### src/rtl/sprite_pkg.sv
// Shared types and command codes for the sprite memory controller.
package sprite_pkg;

  // Width of the address field carried in a queued pixel write.
  localparam int PIX_ADDR_W = 20;

  localparam logic [7:0] CMD_PIX_WR     = 8'hFD;
  localparam logic [7:0] CMD_PIX_WR_INC = 8'hFF;
  localparam logic [7:0] CMD_RQ_PUSH    = 8'hFC;
  localparam logic [7:0] CMD_RQ_CLEAR   = 8'hFE;
  localparam logic [7:0] CMD_CLR_STATUS = 8'hFA;

  typedef enum logic {
    GNT_VGA = 1'b0,
    GNT_WR  = 1'b1
  } arb_state_t;

  typedef struct packed {
    logic [PIX_ADDR_W-1:0] addr;
    logic [23:0]           data;
  } pix_wr_t;

endpackage

### src/rtl/sprite_mem_ctrl_if.sv
// Host byte bus, display read port, image memory port and render-queue port.
interface sprite_mem_ctrl_if #(
  parameter int ADDR_W = 20
);
  logic [7:0]        hps_writedata;
  logic              hps_write;
  logic              hps_chipselect;
  logic [2:0]        hps_address;
  logic              vga_rd_req;
  logic [ADDR_W-1:0] vga_rd_addr;
  logic              vga_rd_valid;
  logic [23:0]       vga_rd_data;
  logic [ADDR_W-1:0] mem_addr;
  logic              mem_we;
  logic [23:0]       mem_din;
  logic [23:0]       mem_dout;
  logic              rq_we;
  logic [47:0]       rq_din;
  logic              rq_full;
  logic              rq_clear;
  logic              wr_overflow;
  logic              rq_drop;

  modport master (
    output hps_writedata, hps_write, hps_chipselect, hps_address,
    output vga_rd_req, vga_rd_addr, mem_dout, rq_full,
    input  vga_rd_valid, vga_rd_data, mem_addr, mem_we, mem_din,
    input  rq_we, rq_din, rq_clear, wr_overflow, rq_drop
  );

  modport slave (
    input  hps_writedata, hps_write, hps_chipselect, hps_address,
    input  vga_rd_req, vga_rd_addr, mem_dout, rq_full,
    output vga_rd_valid, vga_rd_data, mem_addr, mem_we, mem_din,
    output rq_we, rq_din, rq_clear, wr_overflow, rq_drop
  );
endinterface

### src/rtl/sprite_mem_ctrl_fifo.sv
// Pending pixel-write FIFO; a push into a full FIFO is accepted only when
// the same cycle pops.
module pix_wr_fifo
  import sprite_pkg::*;
#(
  parameter int DEPTH = 4
) (
  input  logic                   clk50,
  input  logic                   reset_n,
  input  logic                   push,
  input  logic                   pop,
  input  pix_wr_t                din,
  output pix_wr_t                head,
  output logic                   full,
  output logic                   empty,
  output logic [$clog2(DEPTH):0] count
);
  localparam int PTR_W = (DEPTH > 1) ? $clog2(DEPTH) : 1;
  localparam int CNT_W = $clog2(DEPTH) + 1;

  pix_wr_t          store [DEPTH];
  logic [PTR_W-1:0] wr_ptr;
  logic [PTR_W-1:0] rd_ptr;
  logic             do_push;
  logic             do_pop;

  assign empty   = (count == '0);
  assign full    = (count == CNT_W'(DEPTH));
  assign do_pop  = pop && !empty;
  assign do_push = push && (!full || do_pop);
  assign head    = store[rd_ptr];

  always_ff @(posedge clk50 or negedge reset_n) begin
    if (!reset_n) begin
      wr_ptr <= '0;
      rd_ptr <= '0;
      count  <= '0;
    end else begin
      if (do_push) wr_ptr <= wr_ptr + PTR_W'(1);
      if (do_pop)  rd_ptr <= rd_ptr + PTR_W'(1);
      case ({do_push, do_pop})
        2'b10:   count <= count + CNT_W'(1);
        2'b01:   count <= count - CNT_W'(1);
        default: count <= count;
      endcase
    end
  end

  // Payload needs no reset: it is only observed through a non-empty head.
  always_ff @(posedge clk50) begin
    if (do_push) store[wr_ptr] <= din;
  end

endmodule

### src/rtl/sprite_mem_ctrl.sv
// Host command sequencer and image-memory port arbiter (display reads vs
// queued host pixel writes, with starvation-forced writes).
//
// state   | meaning
// GNT_VGA | display reads win; queued writes use idle cycles
// GNT_WR  | one forced write cycle after STARVE_LIMIT denied cycles
module sprite_mem_ctrl
  import sprite_pkg::*;
#(
  parameter int ADDR_W       = PIX_ADDR_W,
  parameter int WFIFO_DEPTH  = 4,
  parameter int STARVE_LIMIT = 15
) (
  input logic              clk50,
  input logic              reset_n,
  sprite_mem_ctrl_if.slave bus
);
  localparam int CNT_W  = $clog2(STARVE_LIMIT + 1);
  localparam int FCNT_W = $clog2(WFIFO_DEPTH) + 1;

  logic              host_acc;
  logic              cmd_acc;
  logic              pix_cmd;
  logic              pix_drop;
  logic [47:0]       stage;

  logic              rq_we;
  logic [47:0]       rq_din;
  logic              rq_clear;
  logic              wr_overflow;
  logic              rq_drop;
  logic              vga_rd_valid;

  arb_state_t        state;
  arb_state_t        next_state;
  logic [CNT_W-1:0]  starve_cnt;
  logic [CNT_W-1:0]  starve_nxt;
  logic              rd_grant;
  logic              wr_issue;
  logic              wr_pending;
  logic [ADDR_W-1:0] mem_addr;
  logic [23:0]       mem_din;
  logic              mem_we;

  pix_wr_t           push_entry;
  pix_wr_t           fifo_head;
  logic              fifo_full;
  logic              fifo_empty;
  logic [FCNT_W-1:0] fifo_count;

  assign host_acc = bus.hps_write && bus.hps_chipselect;
  assign cmd_acc  = host_acc && (bus.hps_address == 3'd0);
  assign pix_cmd  = cmd_acc && ((bus.hps_writedata == CMD_PIX_WR) ||
                                (bus.hps_writedata == CMD_PIX_WR_INC));
  // A full FIFO still takes the new entry when the arbiter pops this cycle.
  assign pix_drop = pix_cmd && fifo_full && !wr_issue;

  assign push_entry.addr = PIX_ADDR_W'(stage[ADDR_W-1:0]);
  assign push_entry.data = stage[47:24];

  pix_wr_fifo #(.DEPTH(WFIFO_DEPTH)) u_fifo (
    .clk50   (clk50),
    .reset_n (reset_n),
    .push    (pix_cmd),
    .pop     (wr_issue),
    .din     (push_entry),
    .head    (fifo_head),
    .full    (fifo_full),
    .empty   (fifo_empty),
    .count   (fifo_count)
  );

  always_ff @(posedge clk50 or negedge reset_n) begin
    if (!reset_n) begin
      stage <= '0;
    end else if (host_acc) begin
      case (bus.hps_address)
        3'd1: stage[47:40] <= bus.hps_writedata;
        3'd2: stage[39:32] <= bus.hps_writedata;
        3'd3: stage[31:24] <= bus.hps_writedata;
        3'd4: stage[23:16] <= bus.hps_writedata;
        3'd5: stage[15:8]  <= bus.hps_writedata;
        3'd6: stage[7:0]   <= bus.hps_writedata;
        3'd0: begin
          if (bus.hps_writedata == CMD_PIX_WR_INC)
            stage[ADDR_W-1:0] <= stage[ADDR_W-1:0] + ADDR_W'(1);
        end
        default: stage <= stage;
      endcase
    end
  end

  always_ff @(posedge clk50 or negedge reset_n) begin
    if (!reset_n) begin
      rq_we       <= 1'b0;
      rq_din      <= '0;
      rq_clear    <= 1'b0;
      wr_overflow <= 1'b0;
      rq_drop     <= 1'b0;
    end else begin
      rq_we    <= 1'b0;
      rq_clear <= 1'b0;
      if (cmd_acc) begin
        case (bus.hps_writedata)
          CMD_RQ_PUSH: begin
            if (bus.rq_full) begin
              rq_drop <= 1'b1;
            end else begin
              rq_we  <= 1'b1;
              rq_din <= stage;
            end
          end
          CMD_RQ_CLEAR: rq_clear <= 1'b1;
          CMD_CLR_STATUS: begin
            wr_overflow <= 1'b0;
            rq_drop     <= 1'b0;
          end
          default: ;
        endcase
      end
      if (pix_drop) wr_overflow <= 1'b1;
    end
  end

  always_ff @(posedge clk50 or negedge reset_n) begin
    if (!reset_n) begin
      state        <= GNT_VGA;
      starve_cnt   <= '0;
      vga_rd_valid <= 1'b0;
    end else begin
      state        <= next_state;
      starve_cnt   <= starve_nxt;
      vga_rd_valid <= rd_grant;
    end
  end

  assign wr_pending = (fifo_count != '0);

  always_comb begin
    next_state = state;
    starve_nxt = starve_cnt;
    case (state)
      GNT_VGA: begin
        if (!wr_pending) begin
          starve_nxt = '0;
        end else if (bus.vga_rd_req) begin
          starve_nxt = starve_cnt + CNT_W'(1);
          // Switch as the limit is reached so exactly STARVE_LIMIT reads win.
          if (starve_nxt == CNT_W'(STARVE_LIMIT)) next_state = GNT_WR;
        end else begin
          starve_nxt = '0;
        end
      end
      GNT_WR: begin
        starve_nxt = '0;
        next_state = GNT_VGA;
      end
      default: next_state = GNT_VGA;
    endcase
  end

  always_comb begin
    rd_grant = 1'b0;
    wr_issue = 1'b0;
    mem_addr = '0;
    mem_din  = '0;
    mem_we   = 1'b0;
    // Holding the port idle during reset keeps the memory address at zero.
    if (reset_n) begin
      case (state)
        GNT_VGA: begin
          if (bus.vga_rd_req)   rd_grant = 1'b1;
          else if (!fifo_empty) wr_issue = 1'b1;
        end
        GNT_WR:  wr_issue = !fifo_empty;
        default: ;
      endcase
    end
    if (rd_grant) begin
      mem_addr = bus.vga_rd_addr;
    end else if (wr_issue) begin
      mem_addr = ADDR_W'(fifo_head.addr);
      mem_din  = fifo_head.data;
      mem_we   = 1'b1;
    end
  end

  assign bus.mem_addr     = mem_addr;
  assign bus.mem_din      = mem_din;
  assign bus.mem_we       = mem_we;
  assign bus.vga_rd_valid = vga_rd_valid;
  assign bus.vga_rd_data  = bus.mem_dout;
  assign bus.rq_we        = rq_we;
  assign bus.rq_din       = rq_din;
  assign bus.rq_clear     = rq_clear;
  assign bus.wr_overflow  = wr_overflow;
  assign bus.rq_drop      = rq_drop;

endmodule

### src/flat_wrapper.sv
// flat-port wrapper written by rule: the top's interface ports become plain ports
module sprite_mem_ctrl_flat import sprite_pkg::*;
#(
  parameter int ADDR_W       = PIX_ADDR_W,
  parameter int WFIFO_DEPTH  = 4,
  parameter int STARVE_LIMIT = 15
)
  (clk50, reset_n, bus_hps_writedata, bus_hps_write, bus_hps_chipselect, bus_hps_address, bus_vga_rd_req, bus_vga_rd_addr, bus_mem_dout, bus_rq_full, bus_vga_rd_valid, bus_vga_rd_data, bus_mem_addr, bus_mem_we, bus_mem_din, bus_rq_we, bus_rq_din, bus_rq_clear, bus_wr_overflow, bus_rq_drop);
  sprite_mem_ctrl_if #(.ADDR_W(ADDR_W)) bus_i ();
  input logic clk50;
  input logic reset_n;
  input wire logic [$bits(bus_i.hps_writedata)-1:0] bus_hps_writedata;
  input wire logic [$bits(bus_i.hps_write)-1:0] bus_hps_write;
  input wire logic [$bits(bus_i.hps_chipselect)-1:0] bus_hps_chipselect;
  input wire logic [$bits(bus_i.hps_address)-1:0] bus_hps_address;
  input wire logic [$bits(bus_i.vga_rd_req)-1:0] bus_vga_rd_req;
  input wire logic [$bits(bus_i.vga_rd_addr)-1:0] bus_vga_rd_addr;
  input wire logic [$bits(bus_i.mem_dout)-1:0] bus_mem_dout;
  input wire logic [$bits(bus_i.rq_full)-1:0] bus_rq_full;
  output wire logic [$bits(bus_i.vga_rd_valid)-1:0] bus_vga_rd_valid;
  output wire logic [$bits(bus_i.vga_rd_data)-1:0] bus_vga_rd_data;
  output wire logic [$bits(bus_i.mem_addr)-1:0] bus_mem_addr;
  output wire logic [$bits(bus_i.mem_we)-1:0] bus_mem_we;
  output wire logic [$bits(bus_i.mem_din)-1:0] bus_mem_din;
  output wire logic [$bits(bus_i.rq_we)-1:0] bus_rq_we;
  output wire logic [$bits(bus_i.rq_din)-1:0] bus_rq_din;
  output wire logic [$bits(bus_i.rq_clear)-1:0] bus_rq_clear;
  output wire logic [$bits(bus_i.wr_overflow)-1:0] bus_wr_overflow;
  output wire logic [$bits(bus_i.rq_drop)-1:0] bus_rq_drop;
  assign bus_i.hps_writedata = bus_hps_writedata;
  assign bus_i.hps_write = bus_hps_write;
  assign bus_i.hps_chipselect = bus_hps_chipselect;
  assign bus_i.hps_address = bus_hps_address;
  assign bus_i.vga_rd_req = bus_vga_rd_req;
  assign bus_i.vga_rd_addr = bus_vga_rd_addr;
  assign bus_i.mem_dout = bus_mem_dout;
  assign bus_i.rq_full = bus_rq_full;
  assign bus_vga_rd_valid = bus_i.vga_rd_valid;
  assign bus_vga_rd_data = bus_i.vga_rd_data;
  assign bus_mem_addr = bus_i.mem_addr;
  assign bus_mem_we = bus_i.mem_we;
  assign bus_mem_din = bus_i.mem_din;
  assign bus_rq_we = bus_i.rq_we;
  assign bus_rq_din = bus_i.rq_din;
  assign bus_rq_clear = bus_i.rq_clear;
  assign bus_wr_overflow = bus_i.wr_overflow;
  assign bus_rq_drop = bus_i.rq_drop;
  sprite_mem_ctrl #(.ADDR_W(ADDR_W), .WFIFO_DEPTH(WFIFO_DEPTH), .STARVE_LIMIT(STARVE_LIMIT)) u_core (.clk50(clk50), .reset_n(reset_n), .bus(bus_i));
endmodule
### config.mk
export PLATFORM = sky130hd
export DESIGN_NAME = sprite_mem_ctrl_flat
export DESIGN_NICKNAME = d
export VERILOG_FILES = /design/src/rtl/sprite_pkg.sv /design/src/rtl/sprite_mem_ctrl_if.sv /design/src/rtl/sprite_mem_ctrl_fifo.sv /design/src/rtl/sprite_mem_ctrl.sv /design/src/flat_wrapper.sv
export SDC_FILE = /design/constraint.sdc
export NUM_CORES = 1
export LEC_CHECK = 0
export CORE_MARGIN = 2
export CORE_UTILIZATION = 58
export DETAILED_ROUTE_END_ITERATION = 16
export GPL_ROUTABILITY_DRIVEN = 0
export GPL_TIMING_DRIVEN = 0
export PLACE_DENSITY = 0.85
export SYNTH_ARGS = -nofsm -noshare
export SYNTH_HDL_FRONTEND = slang
export SYNTH_HIERARCHICAL = 1
export SYNTH_SLANG_ARGS = --single-unit
### constraint.sdc
create_clock -name clk50 -period 7.8 [get_ports clk50]
set_input_delay 1.56 -clock clk50 [delete_from_list [all_inputs] [get_ports clk50]]
set_output_delay 1.56 -clock clk50 [all_outputs]
set_load 0.05 [all_outputs]
After elaboration in Yosys (flattened, before gate mapping). Memories as Yosys holds them, arrays and structs flattened. Index checks and enable logic that the tools add are counted.

Input port bits: 61. Memories kept: 1. Bits in writable memories: 176. Flip-flop bits (word level): 113.

Memories: u_core.u_fifo.store (depth 4, bits a word 44, rd ports 1, clocked after memory_dff 0, wr ports 1, line sprite_mem_ctrl_fifo.sv:21) `pix_wr_t store [DEPTH];`.

Bitwise logic cells: 2. Reduce and logical (&&, ||, !) cells: 32. Add/subtract/negate cells: 6. Muxes and demuxes: 37. Eq/ne operators: 17.

Operators by type and width (number): $mux W20 (3); $mux W24 (2); $eq A8 B8 Y1 const B (5); $pmux W8 S2 (2); $mux W1 (22); $add A20 B1 Y20 const B (1); $pmux W4 S2 (2); $reduce_and A3 Y1 (5); $reduce_bool A2 Y1 (7); $eq A3 B3 Y1 const B (4); $reduce_and A2 Y1 (5); $mux W4 (2); $logic_and A1 B1 Y1 (7); $eq A3 B2 Y1 const B (2); $logic_not A3 Y1 (2); $pmux W1 S2 (3); $pmux W3 S2 (1); $add A2 B1 Y2 const B (2); $add A4 B1 Y4 const B (1); $eq A4 B4 Y1 const B (1); $ne A2 B2 Y1 const B (2); $add A3 B1 Y3 const B (1); $eq A3 B1 Y1 const B (1); $logic_not A1 Y1 (3); 6 further kinds (8).

Logic depth before layout (Yosys ltp). Gate-level depths: netlist of the first run.

Word-level depth: 10. Gate-level depth with buffers: 10.

Modules after synthesis. The synthesis of the first run kept the hierarchy.

Modules (own cells, without submodules): pix_wr_fifo (sequential area each 5460.2 um2, times used 1, area each 6832.8 um2, cells each 276); sprite_mem_ctrl (sequential area each 2652.5 um2, times used 1, area each 5157.4 um2, cells each 451).

Worst setup path after synthesis of the first run. OpenSTA, ideal clock, no wires.

Path type: input -> output. Start point: input bus_vga_rd_req. End point: output bus_mem_din[14]. Arrival time: 3.253 ns. Stages on the path: 4. Path slack: 2.987 ns. Data required time: 6.240 ns. Cells stage by stage: nor2b_1 -> nor3b_1 -> clkbuf_1 -> and2_1.

Cells in the longest elaborated chain, start to end: 5. Elaborated cells between the ends (all ways): 8. Classes of those cells: mux (8).

Ends and longest elaborated chain: start, declared (line flat_wrapper.sv:16) `input wire logic [$bits(bus_i.vga_rd_req)-1:0] bus_vga_rd_req;`; $mux W1 (line sprite_mem_ctrl.sv:172) `if (bus.vga_rd_req) rd_grant = 1'b1;`; $pmux W1 S2 (line sprite_mem_ctrl.sv:170) `case (state)`; $mux W1 (line sprite_mem_ctrl.sv:169) `if (reset_n) begin`; named net u_core.wr_issue (line sprite_mem_ctrl.sv:39) `logic wr_issue;`; $mux W24 (line sprite_mem_ctrl.sv:181) `end else if (wr_issue) begin`; $mux W24 (line sprite_mem_ctrl.sv:179) `if (rd_grant) begin`; end, declared (line flat_wrapper.sv:24) `output wire logic [$bits(bus_i.mem_din)-1:0] bus_mem_din;`.

The timed path passes the listed nets, and every way through them passes these cells.

Final worst setup path of the first run.
Start point: input reset_n. End point: output bus_mem_addr[16].

Cells in the longest elaborated chain, start to end: 3. Elaborated cells between the ends (all ways): 4. Classes of those cells: mux (4).

Ends and longest elaborated chain: start, declared (line flat_wrapper.sv:11) `input logic reset_n;`; $mux W1 (line sprite_mem_ctrl.sv:169); $mux W20 (line sprite_mem_ctrl.sv:181); $mux W20 (*) (line sprite_mem_ctrl.sv:179); end, declared (line flat_wrapper.sv:22) `output wire logic [$bits(bus_i.mem_addr)-1:0] bus_mem_addr;`.

Mark *: on every way between the ends. The rest lies on a longest branch, timed or not.

==> impl_metrics.csv, run 1 <==
group,metric,value,unit
pwr,p_int,3.07,mW
synth,synth_edf_count,176,
sta,worstMarginPinSlew,0.895,ns
clocking,cts_setup_buffers,0,
detailed_routing,via_per_inst,6.12,
hold_path,min_path_type,"reg2reg",
placed_design,port_buffers,151,
global_route,grt_antenna_before_repair,0,
synth,ys_top_cells_by_area,"edfxtp_1, dfrtp_1, mux4_2",
clocking,cts_tree,"done",
final_layout,flow.area_growth_from_synthesis,24.6,%
sta,min_period,6.19,ns
clocking,hold_buffers,0,
worst_setup_path,critical_path_required,6.24,ns
final_layout,nets,981,
global_route,grt_max_degree,95,
synth,synth_top_cell_area_share,44.1,%
synth,postSynthCellCount,727,
final_layout,final_util,73.9,%
global_route,met3_usage,4.48,%
pwr,power_frac_seq,44.2,%
final_layout,drive_gt1_share,22.1,%
hold_path,hold_depth,1,
floorplanning,die_y,148,um
synth,ys_warn_count,6,
global_route,busiest_layer,"met2",
detailed_routing,drc,0,
synth,async_reset_ff_share,39.1,%
global_route,grt_first_pass_wirelength,43100,um
sta,finalSetupViolations,0,
pwr,switching_power,1.25,mW
clocking,clock_sinks,289,
synth,synth.largest_area_cell,"edfxtp_1",
placed_design,dpl_cell_area,14000,sq um
detailed_routing,drt_pre_antenna_iters,5,
detailed_routing,dr_total_vias,7353,
global_route,use_met1,34.3,%
worst_setup_path,rr_endpoint,"u_core/u_fifo/count[2]",
worst_setup_path,ff2ff_setup_slack,4.12,ns
final_layout,diodes,0,
pwr,clock_power_share,33.0,%
run,max-cap-violations,0,
sta,holdWs,0.486,ns
floorplanning,initial_utilization,59.3,%
final_layout,fin_area,14900,sq um
pwr,p_leak,5.67,nW
detailed_routing,ant_nets,0,
synth,synth_area,12000,sq um
sta,hold_violations,0,
synth,syn_avg_cell_area,16.5,sq um
floorplanning,die_area,21800,sq um
worst_setup_path,timing.rr.start,"u_core/u_fifo/count[0]",
clocking,clock_latency,0.54,ns
worst_setup_path,path_max_fanout,94,
floorplanning,row_count,52,
worst_setup_path,critPathCaptureType,"output pin",
global_route,grt_overflow,0,
worst_setup_path,crit_arrival,4.63,ns
floorplanning,core_region_area,20200,sq um
global_route,grtUsageMet2,45.1,%
global_route,grt_usage,26.1,%
synth,synth.distinct_cells,58,
synth,syn_nets,796,
pwr,vdd_drop_max,186,uV
clocking,clockBufferDepth,3,
clocking,cts_htree_levels,1,
sta,post-route-period-util,79.3,%
pwr,switching_share,29.0,%
floorplanning,pin_count,183,
sta,skew,0.0170,ns
hold_path,min_from,"u_core/bus.rq_din[4]",
pwr,comb_power_share,22.8,%
worst_setup_path,crit_type,"in2out",
final_layout,final_cells,1202,
pwr,p_per_area,289,nW/um^2
worst_setup_path,reg2reg_depth,9,
outcome,outcome,"finished clean",
hold_path,hold_end,"u_core/bus.rq_din[4]",
global_route,grt_pass1_vias,7382,
detailed_routing,drt_iter0_markers,810,
sta,final-max-slew-violation-count,0,
sta,relSlewSlack,40.1,%
clocking,root_buffer,"clkbuf_16",
clocking,cts_resized,0,
clocking,numCtsBuffers,26,
synth,synth_seq_cells,289,
synth,ys.flop_type,"edfxtp_1",
detailed_routing,wl_per_cell,23.5,um
sta,rsz0062_at_grt,"no",
sta,fmax,162,MHz
sta,finalSetupTns,0,ns
synth,ys_seq_area_share,67.7,%
placed_design,place_inst,1154,
placed_design,post-dp-hpwl,17800,um
clocking,clk_pin_slew_worst_paths,0.06,ns
final_layout,final.fill_count,1142,
detailed_routing,totalWireLength,28300,um
worst_setup_path,cp-start-kind,"primary input",
floorplanning,die_w,148,um
[critical path, cell delays in order]
cell	delay (ns)
buf_6	0.21
buf_16	0.39
nor3b_2	0.63
clkbuf_1	0.63
a22o_1	0.29
clkdlybuf4s50_1	0.82
[through the flow]
step                      setup WS [ns]  power, mW
after CTS                          1.59       4.34
after global placement            -3.22       2.88
after detailed placement           1.60       2.91
final                              1.61       4.32
after global routing               1.43       4.47
after floorplan                    2.99       2.59
[synthesized netlist by cell type, types with 15 or more instances]
cell / instances
edfxtp_1: 176
o21ai_0: 15
nand2_1: 25
mux2_1: 21
nand3_1: 15
mux2_2: 56
clkbuf_1: 24
and2_1: 30
mux4_2: 44
a21oi_1: 21
dfrtp_1: 113
nor2_1: 25
buf_4: 31
a22o_1: 20
[flip-flops by register name, indices dropped and copies added, names as in the netlist]
name                     flops
u_core/u_fifo/count          3
u_core/u_fifo/store        176
u_core/starve_cnt            4
u_core/bus.rq_drop           1
u_core/bus.rq_din           48
u_core/state                 1
u_core/u_fifo/rd_ptr         2
u_core/stage                48
u_core/bus.rq_clear          1
u_core/u_fifo/wr_ptr         2
u_core/bus.vga_rd_valid      1
u_core/bus.rq_we             1
u_core/bus.wr_overflow       1
[worst max-delay path by stage]
stage               slack [ns]           start                          to  depth (start not counted)
finish                    1.61         reset_n            bus_mem_addr[16]                          6
global route              1.43         reset_n             bus_mem_din[20]                          6
CTS                       1.59         reset_n            bus_mem_addr[16]                          6
detailed placement        1.60         reset_n             bus_mem_din[20]                          6
global placement         -3.22         reset_n  u_core/u_fifo/store[1][36]                          6
floorplan                 2.99  bus_vga_rd_req             bus_mem_din[14]                          4
[per-layer routing]
layer | up-vias | part of all wire, %
li1 | 3146 | -
met1 | 3741 | 38
met2 | 387 | 51
met3 | 79 | 7.7
met4 | 0 | 3.1
met5 | - | 0
[kinds of logic (layout without fill, tap and decap cells)]
kind of cell,count (synthesis),count (layout),share of synthesized area [%]
xor gates and xnor gates,8,8,0.584
AOI/OAI and AO/OA,96,96,5.71
DFF,289,289,67.7
and+or+nand+nor,133,133,6.16
adders and majority gates,8,8,0.897
buffers and inverters,71,276,3.41
muxes,122,122,15.6
[layout by cell type (no fill, tap or decap), types with 24 or more instances in the layout]
cell             count
edfxtp_1           176
mux2_2              56
mux4_2              44
nor2_1              25
and2_1              26
clkdlybuf4s50_1    150
buf_4               31
clkbuf_16           26
clkbuf_1            24
nand2_1             25
dfrtp_1            113
[final cells by class]
class	instances	area, sq um	area share [%]
Clock buffer	28	678	4.54
Inverter	10	37.5	0.251
Sequential cell	289	8110	54.3
Multi-Input combinational cell	367	3480	23.3
Timing Repair Buffer	157	1630	10.9
Clock inverter	20	298	1.99
Tap cell	270	338	2.26
Buffer	61	372	2.49
[power by group through the flow]
stage	registers (mW)	clock network [mW]	logic, mW
global route	1.93	1.50	1.04
detailed placement	1.93	0	0.981
CTS	1.90	1.44	0.995
finish	1.91	1.43	0.986
global placement	1.92	0	0.960
floorplan	1.88	0	0.709
(Power assumes the default switching activity.)
==> inputs of run 2 (changes only) <==
--- a/config.mk
+++ b/config.mk
@@ -6,11 +6,11 @@
 export NUM_CORES = 1
 export LEC_CHECK = 0
 export CORE_MARGIN = 2
-export CORE_UTILIZATION = 58
+export CORE_UTILIZATION = 49
 export DETAILED_ROUTE_END_ITERATION = 16
 export GPL_ROUTABILITY_DRIVEN = 0
 export GPL_TIMING_DRIVEN = 0
-export PLACE_DENSITY = 0.85
+export PLACE_DENSITY = 0.76
 export SYNTH_ARGS = -nofsm -noshare
 export SYNTH_HDL_FRONTEND = slang
 export SYNTH_HIERARCHICAL = 1
==> constraint.sdc (replaced) <==
create_clock -name clk50 -period 5.3 [get_ports clk50]
set_input_delay 1.06 -clock clk50 [delete_from_list [all_inputs] [get_ports clk50]]
set_output_delay 1.06 -clock clk50 [all_outputs]
set_load 0.05 [all_outputs]
==> impl_metrics.csv, run 2 (synthesis gave the netlist of run 1 again) <==
group,metric,value,unit
global_route,grt_antenna_before_repair,3,
sta,hold_violations,0,
worst_setup_path,path_max_fanout,90,
global_route,grt_first_pass_wirelength,41300,um
sta,finalSetupViolations,0,
sta,worstMarginPinSlew,0.948,ns
final_layout,largest_registers,"u_core/u_fifo/store: 176 flops, u_core/bus.rq_din: 48 flops, u_core/stage: 48 flops",
detailed_routing,ant_nets,0,
clocking,cts_tree,"done",
worst_setup_path,crit_type,"in2out",
final_layout,largest_register,"u_core/u_fifo/store",
clocking,cts_htree_levels,1,
final_layout,drive_gt1_share,21.2,%
outcome,outcome,"finished clean",
detailed_routing,drt_iter0_markers,709,
sta,relSlewSlack,36.3,%
sta,holdWs,0.400,ns
clocking,clockBufferDepth,3,
placed_design,post-dp-hpwl,17400,um
floorplanning,pin_count,183,
final_layout,largest_reg_flops,176,
worst_setup_path,crit_arrival,3.92,ns
final_layout,final.fill_count,1768,
global_route,grtUsageMet2,33.8,%
detailed_routing,totalWireLength,26500,um
placed_design,port_buffers,151,
clocking,clock_sinks,289,
global_route,grt_usage,20.7,%
sta,min_period,4.98,ns
clocking,numCtsBuffers,28,
global_route,grt_overflow,0,
detailed_routing,wl_per_cell,21.0,um
worst_setup_path,critPathCaptureType,"output pin",
pwr,p_per_area,408,nW/um^2
sta,rsz0062_at_grt,"no",
global_route,grt_pass1_vias,7045,
detailed_routing,drt_pre_antenna_iters,5,
clocking,cts_setup_buffers,0,
sta,post-route-period-util,93.9,%
sta,skew,0.0150,ns
sta,final-max-slew-violation-count,0,
hold_path,min_path_type,"in2async",
final_layout,final_cell_mix,"edfxtp_1, clkdlybuf4s50_1, dfrtp_1, mux2_2, mux4_2",
floorplanning,die_area,25700,sq um
floorplanning,die_y,160,um
worst_setup_path,cp-start-kind,"primary input",
final_layout,final_common_cell,"edfxtp_1",
global_route,met3_usage,3.41,%
floorplanning,initial_utilization,49.6,%
detailed_routing,dr_total_vias,6990,
floorplanning,row_count,57,
final_layout,flow.area_growth_from_synthesis,24.2,%
floorplanning,die_w,160,um
global_route,use_met1,29.6,%
clocking,clk_pin_slew_worst_paths,0.06,ns
pwr,p_leak,5.62,nW
clocking,root_buffer,"clkbuf_16",
floorplanning,core_region_area,24200,sq um
sta,fmax,201,MHz
global_route,grt_max_degree,91,
worst_setup_path,critical_path_required,4.24,ns
final_layout,fin_area,14900,sq um
run,max-cap-violations,0,
final_layout,nets,982,
global_route,busiest_layer,"met2",
detailed_routing,via_per_inst,5.55,
clocking,clock_latency,0.53,ns
detailed_routing,drc,0,
pwr,vdd_drop_max,212,uV
placed_design,dpl_cell_area,14000,sq um
run 2: power by group:
group          internal (mW)  total, mW  switching, mW
Sequential              2.60       2.80          0.206
Clock                   1.04       1.83          0.786
Combinational          0.648       1.44          0.790
Total                   4.29       6.07           1.78
run 2: final timing paths:
kind | cells past startpoint | slack [ns] | start | endpoint
max | 6 | 0.32 | reset_n | bus_mem_din[2]
min | 1 | 0.40 | reset_n | u_core/bus.rq_din[12]
max reg2reg | 7 | 2.02 | u_core/u_fifo/count[0] | u_core/u_fifo/store[1][41]
min reg2reg | 1 | 0.48 | u_core/bus.rq_din[38] | u_core/bus.rq_din[38]
max in group asynchronous | 2 | 4.15 | reset_n | u_core/bus.rq_din[36]
min in group clk50 | 1 | 0.48 | u_core/bus.rq_din[38] | u_core/bus.rq_din[38]
run 2: routing by layer:
| metal | vias to the layer above | wire length [um] |
|---|---|---|
| li1 | 3152 | - |
| met1 | 3516 | 11200 |
| met2 | 277 | 12800 |
| met3 | 41 | 1880 |
| met4 | 4 | 509 |
| met5 | - | 30 |
run 2: final cells by class:
class / instances / area, sq um / area share [%]
repair buffers: 156 / 1620 / 10.9
multi-input cells: 367 / 3480 / 23.4
inverters: 10 / 37.5 / 0.252
well taps: 324 / 405 / 2.72
clock buffers: 43 / 808 / 5.43
flip-flops and latches: 289 / 8110 / 54.5
diodes: 1 / 2.50 / 0.0168
plain buffers: 61 / 375 / 2.52
clock inverters: 9 / 40.0 / 0.269
run 2: metrics by stage:
stage	setup TNS [ns]	total power, mW	setup WS [ns]	utilization, %	cells
after floorplan	0	3.81	1.21	-	727
after global placement	-1286.35	4.26	-5.10	57.5	1202
after detailed placement	-2.26	4.29	-0.156	58.0	1207
after CTS	0	6.13	0.0194	61.5	1259
after global routing	0	6.33	0.131	61.6	1260
final	0	6.07	0.323	61.6	1260
run 2: repair_timing:
item / CTS / global route
resized for setup: 1 / 6
pin swaps: 0 / 0
hold buffers: 0 / 0
endpoints found under the setup margin: 29 / 20
run 2: worst max-delay path, stage by stage:
cell and delay [ns]:
buf_6 0.25, buf_16 0.42, nor3b_4 0.60, clkbuf_2 0.45, and2_1 0.24, clkdlybuf4s50_1 0.82
==> inputs of run 3 (changes only) <==
--- a/config.mk
+++ b/config.mk
@@ -10,8 +10,9 @@
 export DETAILED_ROUTE_END_ITERATION = 16
 export GPL_ROUTABILITY_DRIVEN = 0
 export GPL_TIMING_DRIVEN = 0
+export HOLD_SLACK_MARGIN = 0.05
 export PLACE_DENSITY = 0.76
+export SLEW_MARGIN = 10
 export SYNTH_ARGS = -nofsm -noshare
 export SYNTH_HDL_FRONTEND = slang
-export SYNTH_HIERARCHICAL = 1
 export SYNTH_SLANG_ARGS = --single-unit
==> impl_metrics.csv, run 3 <==
group,metric,value,unit
outcome,outcome,"finished clean",
sta,hold_violations,0,
worst_setup_path,critPathLaunch,"reset_n",
synth,syn_avg_cell_area,16.6,sq um
placed_design,dpl_cell_area,13900,sq um
sta,rsz0062_at_grt,"no",
synth,ys_warn_count,0,
detailed_routing,drc,0,
synth,async_reset_ff_share,39.1,%
floorplanning,pin_count,183,
clocking,clk_pin_slew_worst_paths,0.06,ns
synth,ys_top_cells_by_area,"edfxtp_1, dfrtp_1, mux4_2",
detailed_routing,drt_iter0_markers,510,
synth,synth_edf_count,176,
final_layout,final_cells,1249,
sta,min_period,4.97,ns
final_layout,largest_reg_flops,176,
synth,synth.distinct_cells,57,
clocking,numCtsBuffers,28,
worst_setup_path,critPathCaptureType,"output pin",
global_route,grt_pass1_vias,7230,
pwr,p_per_area,414,nW/um^2
final_layout,diodes,0,
detailed_routing,wl_per_cell,21.5,um
final_layout,fin_area,14900,sq um
sta,worstMarginPinSlew,0.928,ns
detailed_routing,drt_pre_antenna_iters,7,
worst_setup_path,cp-start-kind,"primary input",
clocking,clockBufferDepth,3,
final_layout,flow.area_growth_from_synthesis,24.6,%
final_layout,largest_register,"u_core.u_fifo.store",
clocking,root_buffer,"clkbuf_16",
synth,synth_seq_cells,289,
clocking,hold_buffers,0,
final_layout,largest_registers,"u_core.u_fifo.store: 176 flops, u_core.bus.rq_din: 48 flops, u_core.stage: 48 flops",
synth,synth_top_cell_area_share,44.3,%
synth,synth.most_common_cell,"edfxtp_1",
global_route,grt_first_pass_wirelength,42000,um
detailed_routing,totalWireLength,26900,um
global_route,grt_antenna_before_repair,1,
floorplanning,die_w,160,um
run,max-cap-violations,0,
floorplanning,die_y,160,um
final_layout,final_common_cell,"edfxtp_1",
worst_setup_path,critical_path_required,4.24,ns
global_route,grt_overflow,0,
final_layout,drive_gt1_share,23.9,%
sta,final-max-slew-violation-count,0,
synth,synth_area,11900,sq um
sta,finalSetupViolations,0,
worst_setup_path,path_max_fanout,70,
worst_setup_path,ff2ff_setup_slack,2.89,ns
placed_design,port_buffers,153,
clocking,clock_sinks,289,
pwr,vdd_drop_max,250,uV
synth,syn_nets,787,
detailed_routing,via_per_inst,5.60,
sta,post-route-period-util,93.8,%
worst_setup_path,crit_type,"in2out",
synth,synth.largest_area_cell,"edfxtp_1",
clocking,cts_setup_buffers,0,
final_layout,final_cell_mix,"edfxtp_1, clkdlybuf4s50_1, dfrtp_1, mux2_2, mux4_2",
synth,postSynthCellCount,718,
floorplanning,row_count,57,
sta,relSlewSlack,37.9,%
placed_design,post-dp-hpwl,17000,um
placed_design,place_inst,1197,
sta,skew,0.00583,ns
clocking,cts_tree,"done",
hold_path,min_path_type,"in2async",
clocking,clock_latency,0.53,ns
floorplanning,initial_utilization,49.5,%
pwr,p_leak,5.64,nW
detailed_routing,ant_nets,0,
floorplanning,core_region_area,24100,sq um
worst_setup_path,crit_arrival,3.91,ns
global_route,grt_max_degree,71,
synth,synthTopCellsByCount,"edfxtp_1, dfrtp_1, mux2_2, mux4_2, buf_4",
global_route,grt_usage,21.3,%
detailed_routing,dr_total_vias,6997,
clocking,cts_htree_levels,1,
synth,ys.flop_type,"edfxtp_1",
synth,ys_seq_area_share,67.9,%
floorplanning,die_area,25600,sq um
final_layout,nets,972,
worst_setup_path,timing.rr.start,"u_core.stage[0]",
sta,finalSetupTns,0,ns
sta,fmax,201,MHz
[run 3: cells by family (layout without fill, tap and decap cells)]
logic type	count (synthesis)	in the layout	synth area share (%)
AOI/OAI and AO/OA	94	94	5.69
xor gates and xnor gates	7	7	0.513
adders and majority gates	8	8	0.901
buffers and inverters	70	277	3.46
DFF	289	289	67.9
muxes	121	121	15.5
and+or+nand+nor	129	129	5.95
[run 3: stage by stage]
stage	power, mW	setup WS (ns)	hold slack, ns	util (%)
3_5_place_dp	4.21	-0.0939	0.482	57.8
6_report	6.17	0.331	0.480	61.7
3_3_place_gp	4.17	-4.52	0.471	57.6
5_1_grt	6.41	0.0374	0.498	61.7
2_1_floorplan	3.75	1.53	0.452	-
4_1_cts	6.21	0.141	0.479	61.7
[run 3: what timing repair did]
action | in CTS | in global routing
resized for setup | 1 | 8
hold endpoints to repair | 0 | 0
setup endpoints to repair | 20 | 22
[run 3: cell type report]
| type | instances | area, sq um |
|---|---|---|
| clock inverters | 4 | 70.1 |
| clock buffers | 48 | 868 |
| repair buffers | 155 | 1590 |
| flip-flops and latches | 289 | 8110 |
| well taps | 324 | 405 |
| plain buffers | 59 | 377 |
| multi-input cells | 359 | 3420 |
| inverters | 11 | 41.3 |
| fillers | 1795 | 9230 |
[run 3: power by group]
group          total, mW  internal [mW]  switching [mW]
Sequential          2.78           2.59           0.190
Clock               2.01           1.20           0.801
Combinational       1.38          0.616           0.762
Total               6.17           4.41            1.75
[run 3: layer usage]
| metal | share of wire, % | vias to the layer above | global-route usage (%) |
|---|---|---|---|
| met2 | 49 | 279 | 35.5 |
| met5 | 0.059 | - | 0 |
| met4 | 1.8 | 2 | 4.79 |
| met3 | 7.9 | 33 | 4.42 |
| met1 | 42 | 3562 | 29.1 |
| li1 | - | 3121 | - |
[run 3: final timing paths]
check | to | cells past startpoint
max | bus_mem_addr[6] | 7
min | u_core.bus.rq_din[21] | 1
max reg2reg | u_core.stage[18] | 6
min reg2reg | u_core.starve_cnt[0] | 1
max in group asynchronous | u_core.bus.rq_din[43] | 2
min in group clk50 | u_core.starve_cnt[0] | 1
[run 3: worst max-delay path, stage by stage]
cell and delay, ns:
clkbuf_8 0.36, buf_16 0.36, inv_1 0.11, nor2_1 0.37, clkbuf_1 0.51, a22o_1 0.24
clkdlybuf4s50_1 0.81
